`src/rtl/comma_aligned_deserializer.sv`:
```
// rtl/comma_aligned_deserializer.sv - comma-aligned RX deserializer; `define SER_REALIGN_EN enables realign on repeated misaligned commas
module comma_aligned_deserializer #(
    parameter int                  SYMBOL_W       = 10,
    parameter logic [SYMBOL_W-1:0] COMMA_P        = 10'b0011111010,
    parameter logic [SYMBOL_W-1:0] COMMA_N        = 10'b1100000101,
    parameter int                  MISALIGN_LIMIT = 3
) (
    input  logic                Recovered_Bit_Clk,
    input  logic                Rst,
    input  logic                Ser_In,
    input  logic                RxPolarity,
    input  logic                Align_En,
    output logic [SYMBOL_W-1:0] Data_To_Decoder,
    output logic                Data_Valid,
    output logic                Comma_Det,
    output logic                Aligned
);

    localparam int PH_W = $clog2(SYMBOL_W);
    localparam logic [PH_W-1:0] PH_LAST = PH_W'(SYMBOL_W - 1);

    if (SYMBOL_W < 4 || MISALIGN_LIMIT < 1) begin : g_param_check
        $error("comma_aligned_deserializer: SYMBOL_W must be >= 4 and MISALIGN_LIMIT >= 1");
    end

    typedef enum logic {
        SEARCH = 1'b0,
        LOCKED = 1'b1
    } state_t;

    state_t              state, state_next;
    logic [SYMBOL_W-1:0] shift_reg;
    logic [PH_W-1:0]     ph, ph_next;
    logic                bit_in;
    logic                match;
    logic                boundary;
    logic                emit;
    logic                emit_comma;

`ifdef SER_REALIGN_EN
    localparam int CNT_W = $clog2(MISALIGN_LIMIT + 1);
    logic [CNT_W-1:0] mis_cnt, mis_cnt_next, mis_cnt_inc;
    assign mis_cnt_inc = mis_cnt + CNT_W'(1);
`endif

    assign bit_in   = Ser_In ^ RxPolarity;
    // Match is taken on the registered window, so it describes the symbol completed last edge.
    assign match    = (shift_reg == COMMA_P) || (shift_reg == COMMA_N);
    assign boundary = (ph == PH_LAST);
    assign Aligned  = (state == LOCKED);

    always_comb begin
        state_next = state;
        ph_next    = boundary ? '0 : ph + PH_W'(1);
        emit       = 1'b0;
        emit_comma = 1'b0;
`ifdef SER_REALIGN_EN
        mis_cnt_next = mis_cnt;
`endif
        if (!Align_En) begin
            state_next = SEARCH;
            if (boundary) begin
                emit       = 1'b1;
                emit_comma = match;
            end
        end else begin
            case (state)
                SEARCH: begin
                    if (match) begin
                        emit       = 1'b1;
                        emit_comma = 1'b1;
                        ph_next    = '0;
                        state_next = LOCKED;
`ifdef SER_REALIGN_EN
                        mis_cnt_next = '0;
`endif
                    end
                end
                LOCKED: begin
                    if (boundary) begin
                        emit       = 1'b1;
                        emit_comma = match;
`ifdef SER_REALIGN_EN
                        if (match) mis_cnt_next = '0;
`endif
                    end else if (match) begin
`ifdef SER_REALIGN_EN
                        // Enough off-phase commas: snap framing to the current window.
                        if (mis_cnt_inc >= CNT_W'(MISALIGN_LIMIT)) begin
                            emit         = 1'b1;
                            emit_comma   = 1'b1;
                            ph_next      = '0;
                            mis_cnt_next = '0;
                        end else begin
                            mis_cnt_next = mis_cnt_inc;
                        end
`endif
                    end
                end
                default: state_next = SEARCH;
            endcase
        end
    end

    always_ff @(posedge Recovered_Bit_Clk) begin
        if (Rst) begin
            shift_reg       <= '0;
            ph              <= '0;
            state           <= SEARCH;
            Data_To_Decoder <= '0;
            Data_Valid      <= 1'b0;
            Comma_Det       <= 1'b0;
`ifdef SER_REALIGN_EN
            mis_cnt         <= '0;
`endif
        end else begin
            shift_reg  <= {bit_in, shift_reg[SYMBOL_W-1:1]};
            ph         <= ph_next;
            state      <= state_next;
            Data_Valid <= emit;
            Comma_Det  <= emit_comma;
            if (emit) Data_To_Decoder <= shift_reg;
`ifdef SER_REALIGN_EN
            mis_cnt    <= mis_cnt_next;
`endif
        end
    end

endmodule

```
`config.mk`:
```
export PLATFORM = sky130hd
export DESIGN_NAME = comma_aligned_deserializer
export DESIGN_NICKNAME = d
export VERILOG_FILES = /design/src/rtl/comma_aligned_deserializer.sv
export SDC_FILE = /design/constraint.sdc
export NUM_CORES = 1
export LEC_CHECK = 0
export ABC_CLOCK_PERIOD_IN_PS = 1700
export BUFFER_PORTS_ARGS = -buffer_cell sky130_fd_sc_hd__buf_4
export CAP_MARGIN = 20
export CORE_MARGIN = 4
export CORE_UTILIZATION = 48
export CTS_CLUSTER_SIZE = 30
export DETAILED_ROUTE_END_ITERATION = 12
export PLACE_DENSITY = 0.81
export SLEW_MARGIN = 20
export SYNTH_ARGS = -nofsm -noshare
export SYNTH_HDL_FRONTEND = slang
export SYNTH_SLANG_ARGS = --single-unit
```
`constraint.sdc`:
```
create_clock -name Recovered_Bit_Clk -period 1.7 [get_ports Recovered_Bit_Clk]
set_clock_uncertainty 0.05 [all_clocks]
set_input_delay 0.085 -clock Recovered_Bit_Clk [delete_from_list [all_inputs] [get_ports Recovered_Bit_Clk]]
set_output_delay 0.085 -clock Recovered_Bit_Clk [all_outputs]
set_load 0.005 [all_outputs]
```
# Word-level counts from Yosys, hierarchy flattened
# Index checks and enable logic that the tools add are counted.
# Widths: inputs -> output; s select.
# word_totals
word_cells,27
mem_bits_rw,0
in_bits,5
out_inout_bits,13
latch_bits,0
memories,0
regBits,27
rom_bits,0
# op_classes
reduce_logical,2
shift,0
div_mod_pow,0
bitwise_logic,3
n_mux,12
n_eq_ne,3
multipliers,0
add_sub_neg,1
n_lt_le_gt_ge,0
# ops
cell,n
$mux 4,4
$eq 10x10->1 const B,1
$eq 10x8->1 const B,1
$mux 1,6
$add 4x1->4 const B,1
$eq 4x4->1 const B,1
$pmux 1 s2,2
$not 1->1,2
$reduce_or 2->1,1
$logic_or 1x1->1,1
$xor 1x1->1,1

# Depth between registers and ports, before layout
# logic_depth
word_depth,5
depth_mapped,5
depth_no_buf,4

# Worst setup path after synthesis
# OpenSTA, ideal clock, no wires.
# synth_path
path_kind,register to register
start,reg shift_reg[3]
end,reg Data_To_Decoder[1]
t_required_ns,1.529
path_buffers,1
slack_ns,0.107
period_less_slack_ns,1.593
arrival_time_ns,1.421
setup_ns,0.121
path_stages_with_launch,6
cell_sequence,dfxtp_1 nor4b_2 nand4b_1 a31o_2 buf_6 mux2_4
# synth_via
elab_chain_cells,5
elab_cells_between_ends,6
# synth_rtl
element,line_no,rtl
from (decl),32,logic [SYMBOL_W-1:0] shift_reg;
from (signal assigned),117,"shift_reg <= {bit_in, shift_reg[SYMBOL_W-1:1]};"
$eq 10x8->1 / $eq 10x10->1 (equally long branches),48,assign match = (shift_reg == COMMA_P) || (shift_reg == COMMA_N);
$logic_or 1x1->1 *,48,
$mux 1 *,69,if (match) begin
$pmux 1 s2 *,67,case (state)
$mux 1 *,60,if (!Align_En) begin
to (signal assigned),122,if (emit) Data_To_Decoder <= shift_reg;
to (decl),13,"output logic [SYMBOL_W-1:0] Data_To_Decoder,"
# Every way passes the cells marked *; elsewhere a longest branch is shown, timed or not.
# A chain may end at the register's enable or synchronous reset.

# Worst setup path after layout
# layout_path
start,reg shift_reg[4]
end,reg Data_To_Decoder[5]
# The elaborated chain is that of the path after synthesis.

==> results.ini <==
[clock_network]
ctsHtreeMaxLevel=1
post_cts_buffers=0
cts.sinks=27
clockBufferDepth=2
path_clk_slew_ns=0.14
clkLatencyLatePin_ns=0.33
cts_buffers=3
cts_root_buffer=clkbuf_4
cts_tree=done

[cells_and_area]
final_area_um2=1280
diodes=0
nets=122
drive_above_1_share=0.336
fin_util=0.632
fillers=167
syn2layout_area_growth_pct=21.7
layoutNonFillerInstCount=143

[power_and_ir_drop]
p_leak_nw=0.541
p_per_area_nw_per_um2=776
ir_drop_v=0.000697

[synth]
syn_inst=93
ys_seq_elements=27
avgSynthCellArea_um2=11.3
synth_top_family_by_area=simple AND/OR/NAND/NOR gates
ys_warn_count=0
synth-simple-area-share=0.232
netlist_area_um2=1050
ys_async_sr_fraction=0
synthesis.nets=98
yosys_most_used_dff=dfxtp_1
synthAdderAreaFrac=0
synth-xor-area-share=0.0167
synth_edf_count=0
synth_cell_type_count=24
ys_seq_area_frac=0.514
synth_compound_area_frac=0.0560
synth.area.mux_share=0.145

[critical_path]
cp_data_required_time_ns=1.87
cpPeakStageDelay_ns=0.37
reg2reg_depth=4
rr_endpoint=Data_To_Decoder[5]$_SDFFE_PP0P_
start_kind=register
r2r-start=shift_reg[4]$_SDFF_PP0_
cpMaxStageDelayCell=dfxtp_1
startpoint=shift_reg[4]$_SDFF_PP0_
path_depth=4
cp-end-kind=register
crit_chain=nor4b_2 -> nand4b_1 -> a31o_4 -> mux2_4
path_delay_family=simple AND/OR/NAND/NOR gates
arrival_ns=1.78
cp_num_buf_inv=0
crit_path_end=Data_To_Decoder[5]$_SDFFE_PP0P_
r2r_setup_slack_ns=0.09
cp_max_fo=11
crit_type=register to register

[routing]
drtPass1Iterations=4
drt_wl_total_um=1800
drtIter0Drc=9
drc_errors=0
ant_nets=0
wl_per_cell_um=12.6
via_count=722
via_per_inst=5.05

[floorplanning]
num_rows=16
dieArea_um2=3000
initial_core_util=0.520
ios=18
fp.dieW_um=54.8
dieHeight_um=54.8
core_um2=2020

[sta]
max-slew-margin-rel=0.812
setup_ws_ns=0.0866
final_max_slew_viol_count=0
setup_tns_ns=0
rsz0062_at_grt=false
finalCritPeriodShare=0.949
fin_crit_ns=1.61
finalSetupViolations=0
tightestPinTransition_ns=0.279
max_freq_mhz=620
hold_viol=0

[global_route]
grt_first_pass_wirelength_um=3020
antenna_found_initial=0
grt_max_degree=29
grt_pass1_vias=713
grt_util_all_layers=0.143
overflow=0

[placement]
place_ws_ns=0.0443
place.gp.congestion=0.775
placed_area_um2=1210
placedCellCount=136
dp_hpwl_um=1270
numPortBuffers=17

[run]
drv_cap=0

[status]
status=completed

[worst_hold_path]
min_path_type=primary input to register

[routing by layer]
metal  global-route usage  vias to the layer above  share of wire
met5                    0                        -              0
met1                0.151                      335           0.40
li1                     -                      363              -
met4               0.0664                        0          0.022
met2                0.246                       18           0.51
met3               0.0572                        6          0.061
[synthesized netlist by cell type, types with 2 or more instances]
library cell / number / area [um2]
inv_1: 4 / 15.0
nor3_1: 4 / 20.0
clkbuf_1: 3 / 11.3
nand2b_1: 3 / 18.8
mux2_4: 8 / 120
dfxtp_1: 27 / 541
mux2_2: 2 / 22.5
and4bb_2: 3 / 37.5
nand2_1: 3 / 11.3
nor2_1: 2 / 7.51
nor2b_1: 19 / 119
xnor2_1: 2 / 17.5
o21ai_0: 2 / 10.0
[per-stage QoR]
stage	power, mW	hold WS, ns
after floorplan	0.715	0.153
after global placement	0.730	0.276
after CTS	1.00	0.0410
after global routing	1.05	0.0485
final	0.992	0.0535
after detailed placement	0.733	0.280
[final cells by class]
type                            instances  area [um2]  area share
Clock buffer                            3        22.5      0.0176
Clock inverter                          1        5.00     0.00391
Inverter                                4        15.0      0.0117
Multi-Input combinational cell         58         482       0.377
Sequential cell                        27         541       0.423
Tap cell                               27        33.8      0.0264
Timing Repair Buffer                   23         180       0.141
[worst min-delay path by stage]
stage | depth (start not counted) | start | slack [ns] | to
floorplan | 2 | Align_En | 0.15 | Aligned$_SDFF_PP0_
global placement | 3 | Ser_In | 0.28 | shift_reg[9]$_SDFF_PP0_
detailed placement | 3 | Ser_In | 0.28 | shift_reg[9]$_SDFF_PP0_
CTS | 2 | Rst | 0.04 | shift_reg[9]$_SDFF_PP0_
global route | 2 | Rst | 0.05 | shift_reg[9]$_SDFF_PP0_
finish | 2 | Rst | 0.05 | shift_reg[9]$_SDFF_PP0_
[kinds of logic (layout without fill, tap and decap cells)]
family / Yosys count / count (layout)
XOR/XNOR: 2 / 2
flip-flops: 27 / 27
buffers and inverters: 8 / 31
AND/OR/NAND/NOR: 37 / 37
multiplexers: 11 / 11
AO/OA/AOI/OAI: 8 / 8
[layout by cell type (no fill, tap or decap)]
cell type,netlist,final
dfxtp_1,27,27
buf_4,0,20
nor2b_1,19,19
mux2_4,8,8
inv_1,4,4
nor3_1,4,4
and4bb_2,3,3
nand2b_1,3,3
nand2_1,3,3
clkbuf_4,0,3
dlygate4sd3_1,0,3
nor2_1,2,2
xnor2_1,2,2
o21ai_0,2,2
mux2_2,2,2
nor4b_2,1,1
nand4b_1,1,1
nand4_1,1,1
a41oi_1,1,1
a31o_4,0,1
mux2i_1,1,1
a211oi_1,1,1
a311oi_1,1,1
a21boi_0,1,1
a22oi_1,1,1
clkinv_2,0,1
[timing repair]
item                                    CTS  global route
gates resized for setup                   0             1
hold endpoints to repair                  2             0
hold buffers                              3             0
endpoints found under the setup margin    0             9
[where the power goes]
group          leakage (nW)  internal (mW)  switching [mW]
sequential            0.219          0.646          0.0102
combinational         0.305         0.0396          0.0323
clock                0.0177         0.0883           0.176
total                 0.541          0.774           0.218
No activity file was read; power rests on OpenSTA's default activity.
